**src/rtl/fetch_sequencer_if.sv**
```systemverilog
// Program-memory and processor-issue bus between fetch_sequencer and its neighbours.
interface fetch_sequencer_if #(
   parameter int unsigned ADDR_W = 8
);
   logic [ADDR_W-1:0] MemAddr;
   logic              MemRd;
   logic [8:0]        MemData;
   logic [8:0]        Din;
   logic              Run;
   logic              Done;

   modport master (
      output MemAddr, MemRd, Din, Run,
      input  MemData, Done
   );

   modport slave (
      input  MemAddr, MemRd, Din, Run,
      output MemData, Done
   );
endinterface

```
**src/rtl/fetch_sequencer.sv**
```systemverilog
// Instruction fetch/issue controller for the 9-bit multicycle processor.
// Fetches one word, issues it with Run in the processor's T0, keeps the
// following word on Din for immediate opcodes, and retires on Done.
module fetch_sequencer #(
   parameter int unsigned ADDR_W   = 8,
   parameter int unsigned START_PC = 0,
   parameter int unsigned TIMEOUT  = 8
) (
   input  logic              Clock,
   input  logic              Resetn,
   input  logic              Start,
   fetch_sequencer_if.master bus,
   output logic              Busy,
   output logic              Halted,
   output logic              Error,
   output logic [ADDR_W-1:0] PC,
   output logic [15:0]       InstrCount
);

   localparam int unsigned       CNT_W        = $clog2(TIMEOUT + 1);
   localparam logic [ADDR_W-1:0] START_ADDR   = ADDR_W'(START_PC);
   localparam logic [CNT_W-1:0]  TIMEOUT_LAST = CNT_W'(TIMEOUT - 1);
   localparam logic [2:0]        OP_MVI       = 3'b001;
   localparam logic [2:0]        OP_ADDI      = 3'b100;
   localparam logic [2:0]        OP_MVIALL    = 3'b101;
   localparam logic [2:0]        OP_HALT      = 3'b111;

   typedef enum logic [2:0] {
      S_IDLE,
      S_FETCH,
      S_ISSUE,
      S_EXEC,
      S_HALTED,
      S_ERROR
   } state_t;

   state_t            state;
   logic [2:0]        op_q;
   logic [CNT_W-1:0]  tmo_cnt;
   logic [2:0]        mem_op;
   logic              imm_op;
   logic [ADDR_W-1:0] pc_inc1;
   logic [ADDR_W-1:0] pc_inc2;

   logic [ADDR_W-1:0] mem_addr;
   logic              mem_rd;
   logic [8:0]        din;
   logic              run;

   assign mem_op  = bus.MemData[8:6];
   assign imm_op  = (op_q == OP_MVI) || (op_q == OP_ADDI) || (op_q == OP_MVIALL);
   assign pc_inc1 = PC + ADDR_W'(1);
   assign pc_inc2 = PC + ADDR_W'(2);

   // Sequencer state, PC, retire counter and EXEC watchdog.
   always_ff @(posedge Clock or negedge Resetn) begin
      if (!Resetn) begin
         state      <= S_IDLE;
         PC         <= START_ADDR;
         InstrCount <= 16'd0;
         op_q       <= 3'd0;
         tmo_cnt    <= '0;
      end else begin
         case (state)
            S_IDLE, S_HALTED: begin
               if (Start) begin
                  PC    <= START_ADDR;
                  state <= S_FETCH;
               end
            end
            S_FETCH: state <= S_ISSUE;
            S_ISSUE: begin
               if (mem_op == OP_HALT) begin
                  state <= S_HALTED;
               end else begin
                  op_q    <= mem_op;
                  tmo_cnt <= '0;
                  state   <= S_EXEC;
               end
            end
            S_EXEC: begin
               if (bus.Done) begin
                  PC         <= imm_op ? pc_inc2 : pc_inc1;
                  InstrCount <= InstrCount + 16'd1;
                  state      <= S_FETCH;
               end else if (tmo_cnt == TIMEOUT_LAST) begin
                  state <= S_ERROR;
               end else begin
                  tmo_cnt <= tmo_cnt + CNT_W'(1);
               end
            end
            S_ERROR: state <= S_ERROR;
            default: state <= S_IDLE;
         endcase
      end
   end

   // Bus drive decoded from state; ISSUE/EXEC pass the synchronous-read data straight through.
   always_comb begin
      mem_addr = '0;
      mem_rd   = 1'b0;
      din      = 9'd0;
      run      = 1'b0;
      case (state)
         S_FETCH: begin
            mem_addr = PC;
            mem_rd   = 1'b1;
         end
         S_ISSUE: begin
            if (mem_op != OP_HALT) begin
               din      = bus.MemData;
               run      = 1'b1;
               mem_addr = pc_inc1;
               mem_rd   = 1'b1;
            end
         end
         S_EXEC: begin
            mem_addr = pc_inc1;
            mem_rd   = 1'b1;
            din      = imm_op ? bus.MemData : 9'd0;
         end
         default: ;
      endcase
   end

   assign bus.MemAddr = mem_addr;
   assign bus.MemRd   = mem_rd;
   assign bus.Din     = din;
   assign bus.Run     = run;

   assign Busy   = (state == S_FETCH) || (state == S_ISSUE) || (state == S_EXEC);
   assign Halted = (state == S_HALTED);
   assign Error  = (state == S_ERROR);

endmodule

```
**src/flat_wrapper.sv**
```systemverilog
// flat-port wrapper written by rule: the top's interface ports become plain ports
module fetch_sequencer_flat 
#(
   parameter int unsigned ADDR_W   = 8,
   parameter int unsigned START_PC = 0,
   parameter int unsigned TIMEOUT  = 8
)
  (Clock, Resetn, Start, Busy, Halted, Error, PC, InstrCount, bus_MemAddr, bus_MemRd, bus_Din, bus_Run, bus_MemData, bus_Done);
  fetch_sequencer_if #(.ADDR_W(ADDR_W)) bus_i ();
  input  logic Clock;
  input  logic Resetn;
  input  logic Start;
  output logic Busy;
  output logic Halted;
  output logic Error;
  output logic [ADDR_W-1:0] PC;
  output logic [15:0] InstrCount;
  output wire logic [$bits(bus_i.MemAddr)-1:0] bus_MemAddr;
  output wire logic [$bits(bus_i.MemRd)-1:0] bus_MemRd;
  output wire logic [$bits(bus_i.Din)-1:0] bus_Din;
  output wire logic [$bits(bus_i.Run)-1:0] bus_Run;
  input wire logic [$bits(bus_i.MemData)-1:0] bus_MemData;
  input wire logic [$bits(bus_i.Done)-1:0] bus_Done;
  assign bus_MemAddr = bus_i.MemAddr;
  assign bus_MemRd = bus_i.MemRd;
  assign bus_Din = bus_i.Din;
  assign bus_Run = bus_i.Run;
  assign bus_i.MemData = bus_MemData;
  assign bus_i.Done = bus_Done;
  fetch_sequencer #(.ADDR_W(ADDR_W), .START_PC(START_PC), .TIMEOUT(TIMEOUT)) u_core (.Clock(Clock), .Resetn(Resetn), .Start(Start), .bus(bus_i), .Busy(Busy), .Halted(Halted), .Error(Error), .PC(PC), .InstrCount(InstrCount));
endmodule
```
**config.mk**
```make
export PLATFORM = sky130hd
export DESIGN_NAME = fetch_sequencer_flat
export DESIGN_NICKNAME = d
export VERILOG_FILES = /design/src/rtl/fetch_sequencer_if.sv /design/src/rtl/fetch_sequencer.sv /design/src/flat_wrapper.sv
export SDC_FILE = /design/constraint.sdc
export NUM_CORES = 1
export LEC_CHECK = 0
export CORE_MARGIN = 5
export CORE_UTILIZATION = 48
export CTS_CLUSTER_SIZE = 24
export DETAILED_ROUTE_END_ITERATION = 8
export MAX_ROUTING_LAYER = met4
export PLACE_DENSITY = 0.86
export SLEW_MARGIN = 20
export SYNTH_ARGS = -nofsm -noshare
export SYNTH_HDL_FRONTEND = slang
export SYNTH_SLANG_ARGS = --single-unit
```
**constraint.sdc**
```tcl
create_clock -name Clock -period 2.4 [get_ports Clock]
set_clock_uncertainty 0.1 [all_clocks]
set_input_delay 0.24 -clock Clock [delete_from_list [all_inputs] [get_ports Clock]]
set_output_delay 0.24 -clock Clock [all_outputs]
set_load 0.05 [all_outputs]
```
==> summary.txt, run 1 <==
CP Data Required Time = 2.06 ns
Worst slew margin = 0.652
IO Count = 59
Pwr per Cell Area = 1130 nW/um^2
FMAX = 0.437 GHz
Hold Slack = 0.251 ns
Family with the most delay on the worst path = simple AND/OR/NAND/NOR gates
Fin nets = 304
Total core area = 4090 um^2
Reg clk slew, reported paths = 0.07 ns
Layout cells sized above 1 = 0.209
Post-synth EDFFs = 0
Ys flop type = dfrtp_1
Final cell count without fillers = 337
Crit path buffers/inverters = 1
Number of diodes = 0
Largest cells by area after synthesis = dfrtp_1 (41%), xnor2_1 (5.1%), nand2_1 (4.0%)
Sequential share of the synthesized area = 0.413
Startpoint types = flip-flop
Post-layout instance area = 2960 um^2
Final ANT Viol Nets = 0
Final worst-path cycle share = 0.954
Cells along the critical path = or3b_1 -> nand2b_4 -> a21boi_4 -> and2_1 -> buf_12
Post-DP Area = 2870 um^2
Router iterations before antenna repair = 4
Peak supply drop = 0.709 mV
Synth Net Count = 234
Via count = 1906
Post-synth top area cell = dfrtp_1
First-pass GRT wire length = 8200 um
Post-Synthesis Cells = 217
CTS Sinks = 34
Placer Congestion = 0.931
Top-area cell type share of the netlist area = 0.413
Cell row count = 23
Initial antenna violation count = 0
Yosys reg bits = 34
Critical path data arrival time = 1.95 ns
Max-slew violations = 0
Routed len/inst = 15.2 um
Longest Clk Path Bufs = 2
Post-CTS Hold Fix Bufs = 0
Final number of setup-violating endpoints = 0
Total design power = 3.34 mW
Max-cap viol count = 0
Yosys warnings = 0
TritonCTS clock tree = done
Die area = 5700 um^2
CP max-delay cell = dfrtp_2
CP Class = reg -> out
Layout area overhead = 43.6%
Maximum fanout along the worst path = 11
Vias in the first global route = 1771
DIE HEIGHT = 75.5 um
Die span in x = 75.5 um
Worst-skew pair later-pin latency = 0.29 ns
Max incr delay on CP = 0.49 ns
Final Hold Viols = 0
Largest net degree at the start of global routing = 35
Status = finished clean
Avg Inst Size Synth = 9.49 um^2
Setup TNS = 0 ns
Mapped Area = 2060 um^2
CTS buffer count = 5
Worst setup EP type = output pin
Least-Margin Pin Slew = 0.517 ns
Hold Path Class = in -> async
Starting density of the core = 0.504
Detailed Route WL = 5120 um
Grt ovf = 0
Number of port buffers = 58
Final HPWL DP = 4000 um
Postcts setup bufs = 0
Via-per-instance ratio = 5.66
GRT Util Overall = 0.194
DR DRC count = 0
H-Tree Depth = 2
Detailed Route Iter0 Violations = 84
Leakage power = 1.30 nW
CTS root buf = clkbuf_8
Tmin final = 2.29 ns
Asr flop ratio synth = 1.00
Post-synth cell types = 49
Placed Cells incl. Taps = 330
RSZ-0062 raised after global routing = false
-- cell usage in the layout, fill, tap and decap left out, types with 2 or more instances in the layout --
cell type / count
a21o_1: 2
and2_1: 10
clkbuf_8: 5
nand2_1: 22
inv_1: 7
nand4_1: 4
nor3_1: 4
xnor2_1: 12
buf_12: 12
nand3_1: 15
nor4_1: 2
and4_1: 2
ha_1: 3
o21ba_2: 2
xor2_1: 7
nor2_1: 9
o21ai_0: 8
a21oi_1: 15
o211ai_1: 6
clkinv_2: 2
o21ai_2: 2
nand3b_1: 3
and3_1: 4
clkdlybuf4s50_1: 37
or4_1: 2
buf_4: 23
mux2i_1: 4
o22a_1: 3
dfrtp_1: 33
-- layout make-up --
type | count | area [um^2]
multi-input cells | 167 | 1150
flip-flops and latches | 34 | 852
well taps | 50 | 62.6
clock buffers | 5 | 68.8
clock inverters | 2 | 10.0
inverters | 7 | 26.3
repair buffers | 72 | 783
fillers | 288 | 1130
-- power by group --
group / internal (mW) / switching, mW / total (mW)
registers: 0.698 / 0.162 / 0.859
clock network: 0.194 / 0.201 / 0.396
logic: 0.824 / 1.27 / 2.09
total: 1.72 / 1.63 / 3.34
-- worst reg2reg max path, delay by kind of cell, from the launching register on --
family / cells / cell delay (ns)
and+or+nand+nor: 3 / 0.84
DFF: 1 / 0.46
buffers and inverters: 1 / 0.21
xor gates and xnor gates: 1 / 0.19
-- path summary, 6_finish.rpt --
check,startpoint,end,slack [ns],cells after the start
worst min-delay path,Resetn,u_core.InstrCount[3]$_DFFE_PN0P_,0.25,2
worst max-delay path,u_core.state[0]$_DFFE_PN0P_,bus_Din[3],0.11,5
min in group Clock,u_core.InstrCount[15]$_DFFE_PN0P_,u_core.InstrCount[15]$_DFFE_PN0P_,0.37,1
max in group asynchronous,Resetn,u_core.state[0]$_DFFE_PN0P_,1.62,2
worst min register to register,u_core.InstrCount[15]$_DFFE_PN0P_,u_core.InstrCount[15]$_DFFE_PN0P_,0.37,1
worst max register to register,u_core.state[2]$_DFFE_PN0P_,u_core.InstrCount[8]$_DFFE_PN0P_,0.53,5
-- synth_stat cells (all sizes together), types with 2 or more instances --
library cell,n
o21ba,2
inv,7
nand3b,3
nand2b,2
nand3,15
o21ai,11
dfrtp,34
a21o,2
nand2,22
and4,2
clkbuf,2
ha,4
xnor2,12
xor2,7
nand4,4
nor4,3
mux2i,4
o22a,3
o211ai,6
a21oi,16
and3,4
and2,10
nor2,9
nor3,5
or4,2
buf,7
-- flip-flops by register name, summed over array words and instances, names as in the netlist --
name	flops
u_core.InstrCount	16
u_core.state	3
u_core.op_q	3
u_core.PC	8
u_core.tmo_cnt	4
-- metal layers --
layer,GRT usage,up-vias,share of wire
li1,-,919,-
met1,0.236,928,0.43
met2,0.313,49,0.51
met3,0.0528,10,0.053
met4,0.0660,0,0.016
met5,-,-,0
-- stage by stage --
stage	util	worst slack, ns
global placement	0.702	0.261
CTS	0.722	0.0654
detailed placement	0.702	0.213
floorplan	-	0.0639
finish	0.724	0.112
global route	0.724	0.00880
-- cells by family (layout without fill, tap and decap cells) --
family,count (synthesis),in the layout,share of synthesized area
flops,34,34,0.413
mux,4,4,0.0194
xor+xnor,19,19,0.0808
compound gates,50,50,0.166
buf+inv,16,86,0.0358
fa+ha+maj,4,4,0.0243
simple gates,90,90,0.260
-- repair_timing --
action / CTS / global route
gates resized for setup: 0 / 4
endpoints found under the setup margin: 0 / 10
hold endpoints to repair: 0 / 0
No activity file was read; power rests on OpenSTA's default activity.
==> inputs of run 2 (changes only) <==
Settings changed: GPL_ROUTABILITY_DRIVEN set to 0.
==> results of run 2 <==
Final layout, timing and power as in run 1 (identical DEF).
==> inputs of run 3 (changes only) <==
Settings changed: ABC_AREA set to 1, CORE_UTILIZATION 48 to 49, GPL_ROUTABILITY_DRIVEN 0 to not set.
==> run 3 against run 2 <==
Sequential power up 14%. Register-to-register slack better by 0.15 ns. Utilization down 5.1 points. Synthesized cell count up 47%. Fmax up 3.1%. Power up 18%. Critical path type unchanged. Wire length up 10%. Via count up 20%. Non-clock buffer count down 11. Cell count up 29%. First-iteration DRC count up 55%.
==> summary.txt, run 3 <==
Initial antenna violation count = 0 (unchanged)
Max-cap viol count = 0 (unchanged)
Synth Net Count = 335 (was 234)
Number of diodes = 0 (unchanged)
Post-layout instance area = 2950 um^2 (was 2960 um^2)
RSZ-0062 raised after global routing = false (unchanged)
Clock power share = 0.116 (was 0.118)
Number of port buffers = 58 (unchanged)
Largest net degree at the start of global routing = 35 (unchanged)
CP Data Required Time = 2.06 ns (about the same)
Switching Share = 0.565 (was 0.487)
Placer Congestion = 0.903
Number of flip-flops in the largest register = 16 (unchanged)
Status = finished clean (unchanged)
Top-area cell type share of the netlist area = 0.382 (was 0.413)
Grt ovf = 0 (unchanged)
Final number of setup-violating endpoints = 0 (unchanged)
Mapped Area = 2230 um^2 (was 2060 um^2)
Top-count cell post-synth = nand2_1 (was dfrtp_1)
DR WL met2 = 2790 um (was 2590 um)
Post-synth EDFFs = 0 (unchanged)
Worst slew margin = 0.647 (was 0.652)
Worst Setup EP = bus_MemAddr[7] (was bus_Din[3])
Yosys reg bits = 34 (unchanged)
Largest Register = u_core.InstrCount (unchanged)
Post-DP Area = 2850 um^2 (was 2870 um^2)
Comb power frac = 0.634 (was 0.625)
Final HPWL DP = 4340 um (was 4000 um)
Sequential share of the synthesized area = 0.382 (was 0.413)
Die span in x = 77.4 um (was 75.5 um)
Max incr delay on CP = 0.49 ns (about the same)
Layout cells sized above 1 = 0.148 (was 0.209)
Post-synth top area cell = dfrtp_1 (unchanged)
Crit path from = u_core.state[1]$_DFFE_PN0P_ (was u_core.state[0]$_DFFE_PN0P_)
Longest Clk Path Bufs = 2 (unchanged)
Worst setup EP type = output pin (unchanged)
Cells along the critical path = inv_2 -> nor2_2 -> nand2_2 -> nor2_8 -> inv_4 -> nand2_2 -> nand2_1 -> o21ai_1 -> buf_4 (was or3b_1 -> nand2b_4 -> a21boi_4 -> and2_1 -> buf_12)
Final worst-path cycle share = 0.925 (was 0.954)
Post-Synthesis Cells = 318 (was 217)
Fin nets = 400 (was 304)
GRT Util Overall = 0.200 (was 0.194)
First-pass GRT wire length = 9720 um (was 8200 um)
CP max-delay cell = dfrtp_1 (was dfrtp_2)
Reg power frac = 0.250 (was 0.257)
Commonest non-fill, non-tap cell in the layout = nand2_1 (was clkdlybuf4s50_1)
Most frequent cells in the layout = nand2_1 (93), inv_1 (44), nor2_1 (43) (was clkdlybuf4s50_1 (37), dfrtp_1 (33), buf_4 (23))
Final ANT Viol Nets = 0 (unchanged)
Max-slew violations = 0 (unchanged)
Least-Margin Pin Slew = 0.527 ns (was 0.517 ns)
RR Startpoint = u_core.InstrCount[0]$_DFFE_PN0P_ (was u_core.state[2]$_DFFE_PN0P_)
Cell row count = 24 (was 23)
Met1 wire length = 2360 um (was 2180 um)
Via count = 2287 (was 1906)
Top Metal Used = met4 (unchanged)
Layout area overhead = 32.5% (was 43.6%)
Pint = 1.71 mW (was 1.72 mW)
Starting density of the core = 0.508 (was 0.504)
Reg clk slew, reported paths = 0.07 ns (about the same)
IO Count = 59 (unchanged)
CTS buffer count = 5 (unchanged)
Detailed Route Iter0 Violations = 130 (was 84)
Asr flop ratio synth = 1.00 (unchanged)
Register-to-Register Setup Slack = 0.68 ns (was 0.53 ns)
Total design power = 3.93 mW (was 3.34 mW)
Routed len/inst = 13.0 um (was 15.2 um)
NetSw = 2.22 mW (was 1.63 mW)
Postcts setup bufs = 0 (unchanged)
Peak supply drop = 0.915 mV (was 0.709 mV)
Hold Path Class = in -> async (unchanged)
Total core area = 4380 um^2 (was 4090 um^2)
CTS root buf = clkbuf_8 (unchanged)
Most frequent CP cell = nand2_2
Vias in the first global route = 2244 (was 1771)
TritonCTS clock tree = done (unchanged)
Yosys warnings = 0 (unchanged)
CTS Sinks = 34 (unchanged)
Biggest regs = u_core.InstrCount (16), u_core.PC (8), u_core.tmo_cnt (4) (unchanged)
WL met3 = 395 um (was 269 um)
Post-synth cell types = 28 (was 49)
Avg Inst Size Synth = 7.00 um^2 (was 9.49 um^2)
RR Endpoint = u_core.InstrCount[12]$_DFFE_PN0P_ (was u_core.InstrCount[8]$_DFFE_PN0P_)
DR DRC count = 0 (unchanged)
Setup TNS = 0 ns (unchanged)
Detailed Route WL = 5650 um (was 5120 um)
Maximum fanout along the worst path = 8 (was 11)
Critical path data arrival time = 1.88 ns (was 1.95 ns)
Worst R2R Path Depth = 8 (was 5)
Router iterations before antenna repair = 5 (was 4)
Largest cells by area after synthesis = dfrtp_1 (38%), nand2_1 (16%), inv_1 (7.4%) (was dfrtp_1 (41%), xnor2_1 (5.1%), nand2_1 (4.0%))
DIE HEIGHT = 77.4 um (was 75.5 um)
Pwr per Cell Area = 1330 nW/um^2 (was 1130 nW/um^2)
Ys flop type = dfrtp_1 (unchanged)
# fillers = 385 (was 288)
Worst-skew pair later-pin latency = 0.29 ns (about the same)
Tmin final = 2.22 ns (was 2.29 ns)
Leakage power = 1.48 nW (was 1.30 nW)
FMAX = 0.450 GHz (was 0.437 GHz)
Most frequent cells after synthesis = nand2_1 (93), inv_1 (44), nor2_1 (43) (was dfrtp_1 (34), nand2_1 (22), a21oi_1 (16))
Startpoint types = flip-flop (unchanged)
Final Hold Viols = 0 (unchanged)
Die area = 5990 um^2 (was 5700 um^2)
CP Class = reg -> out (unchanged)
H-Tree Depth = 2 (unchanged)
Via-per-instance ratio = 5.25 (was 5.66)
## run 3: timing repair
action,CTS,global route
gates resized for setup,0,5
setup endpoints to repair,0,4
hold buffers,0,0
## run 3: worst min path at each step
stage | cells after the start | start | slack [ns] | to
final | 2 | Resetn | 0.26 | u_core.InstrCount[0]$_DFFE_PN0P_
after global routing | 2 | Resetn | 0.30 | u_core.InstrCount[4]$_DFFE_PN0P_
after CTS | 2 | Resetn | 0.27 | u_core.InstrCount[0]$_DFFE_PN0P_
after detailed placement | 2 | u_core.InstrCount[15]$_DFFE_PN0P_ | 0.40 | u_core.InstrCount[15]$_DFFE_PN0P_
after global placement | 2 | u_core.InstrCount[15]$_DFFE_PN0P_ | 0.39 | u_core.InstrCount[15]$_DFFE_PN0P_
after floorplan | 0 | Resetn | -0.16 | u_core.InstrCount[0]$_DFFE_PN0P_
## run 3: cells by family after synthesis
kind of cell	after synthesis	share of synthesized area
flops	34	0.382
fa+ha+maj	4	0.0225
buf+inv	50	0.0871
simple gates	191	0.395
xor+xnor	12	0.0472
compound gates	27	0.0663
## run 3: critical path: cells and delay by family, from the launching register on
kind | cells | cell delay, ns
simple gates | 5 | 0.56
flops | 1 | 0.49
buf+inv | 3 | 0.41
compound gates | 1 | 0.11
## run 3: power by group through the flow
stage | clock [mW] | combinational, mW | sequential, mW
after global routing | 0.487 | 2.69 | 1.01
after floorplan | 0 | 1.50 | 1.22
after global placement | 0 | 2.47 | 0.973
final | 0.457 | 2.49 | 0.981
after detailed placement | 0 | 2.50 | 0.978
after CTS | 0.461 | 2.51 | 0.973
## run 3: area by class of cell
| type | count | area, um^2 | area share |
|---|---|---|---|
| Multi-Input combinational cell | 234 | 1200 | 0.406 |
| Inverter | 47 | 179 | 0.0606 |
| Timing Repair Buffer | 61 | 561 | 0.190 |
| Clock buffer | 6 | 82.6 | 0.0280 |
| Tap cell | 52 | 65.1 | 0.0220 |
| Clock inverter | 2 | 12.5 | 0.00424 |
| Sequential cell | 34 | 853 | 0.289 |
## run 3: per-layer routing
layer	track usage	vias up
li1	-	1136
met1	0.230	1049
met2	0.334	89
met3	0.0509	13
met4	0.0773	0
met5	-	-
## run 3: per-stage QoR
step | util | cells | setup WS, ns | hold slack, ns
2_1_floorplan | - | 318 | 0.0127 | -0.156
3_3_place_gp | 0.649 | 428 | 0.267 | 0.388
3_5_place_dp | 0.649 | 428 | 0.228 | 0.400
4_1_cts | 0.671 | 436 | 0.0896 | 0.272
5_1_grt | 0.673 | 436 | 0.0540 | 0.300
6_report | 0.673 | 436 | 0.180 | 0.257
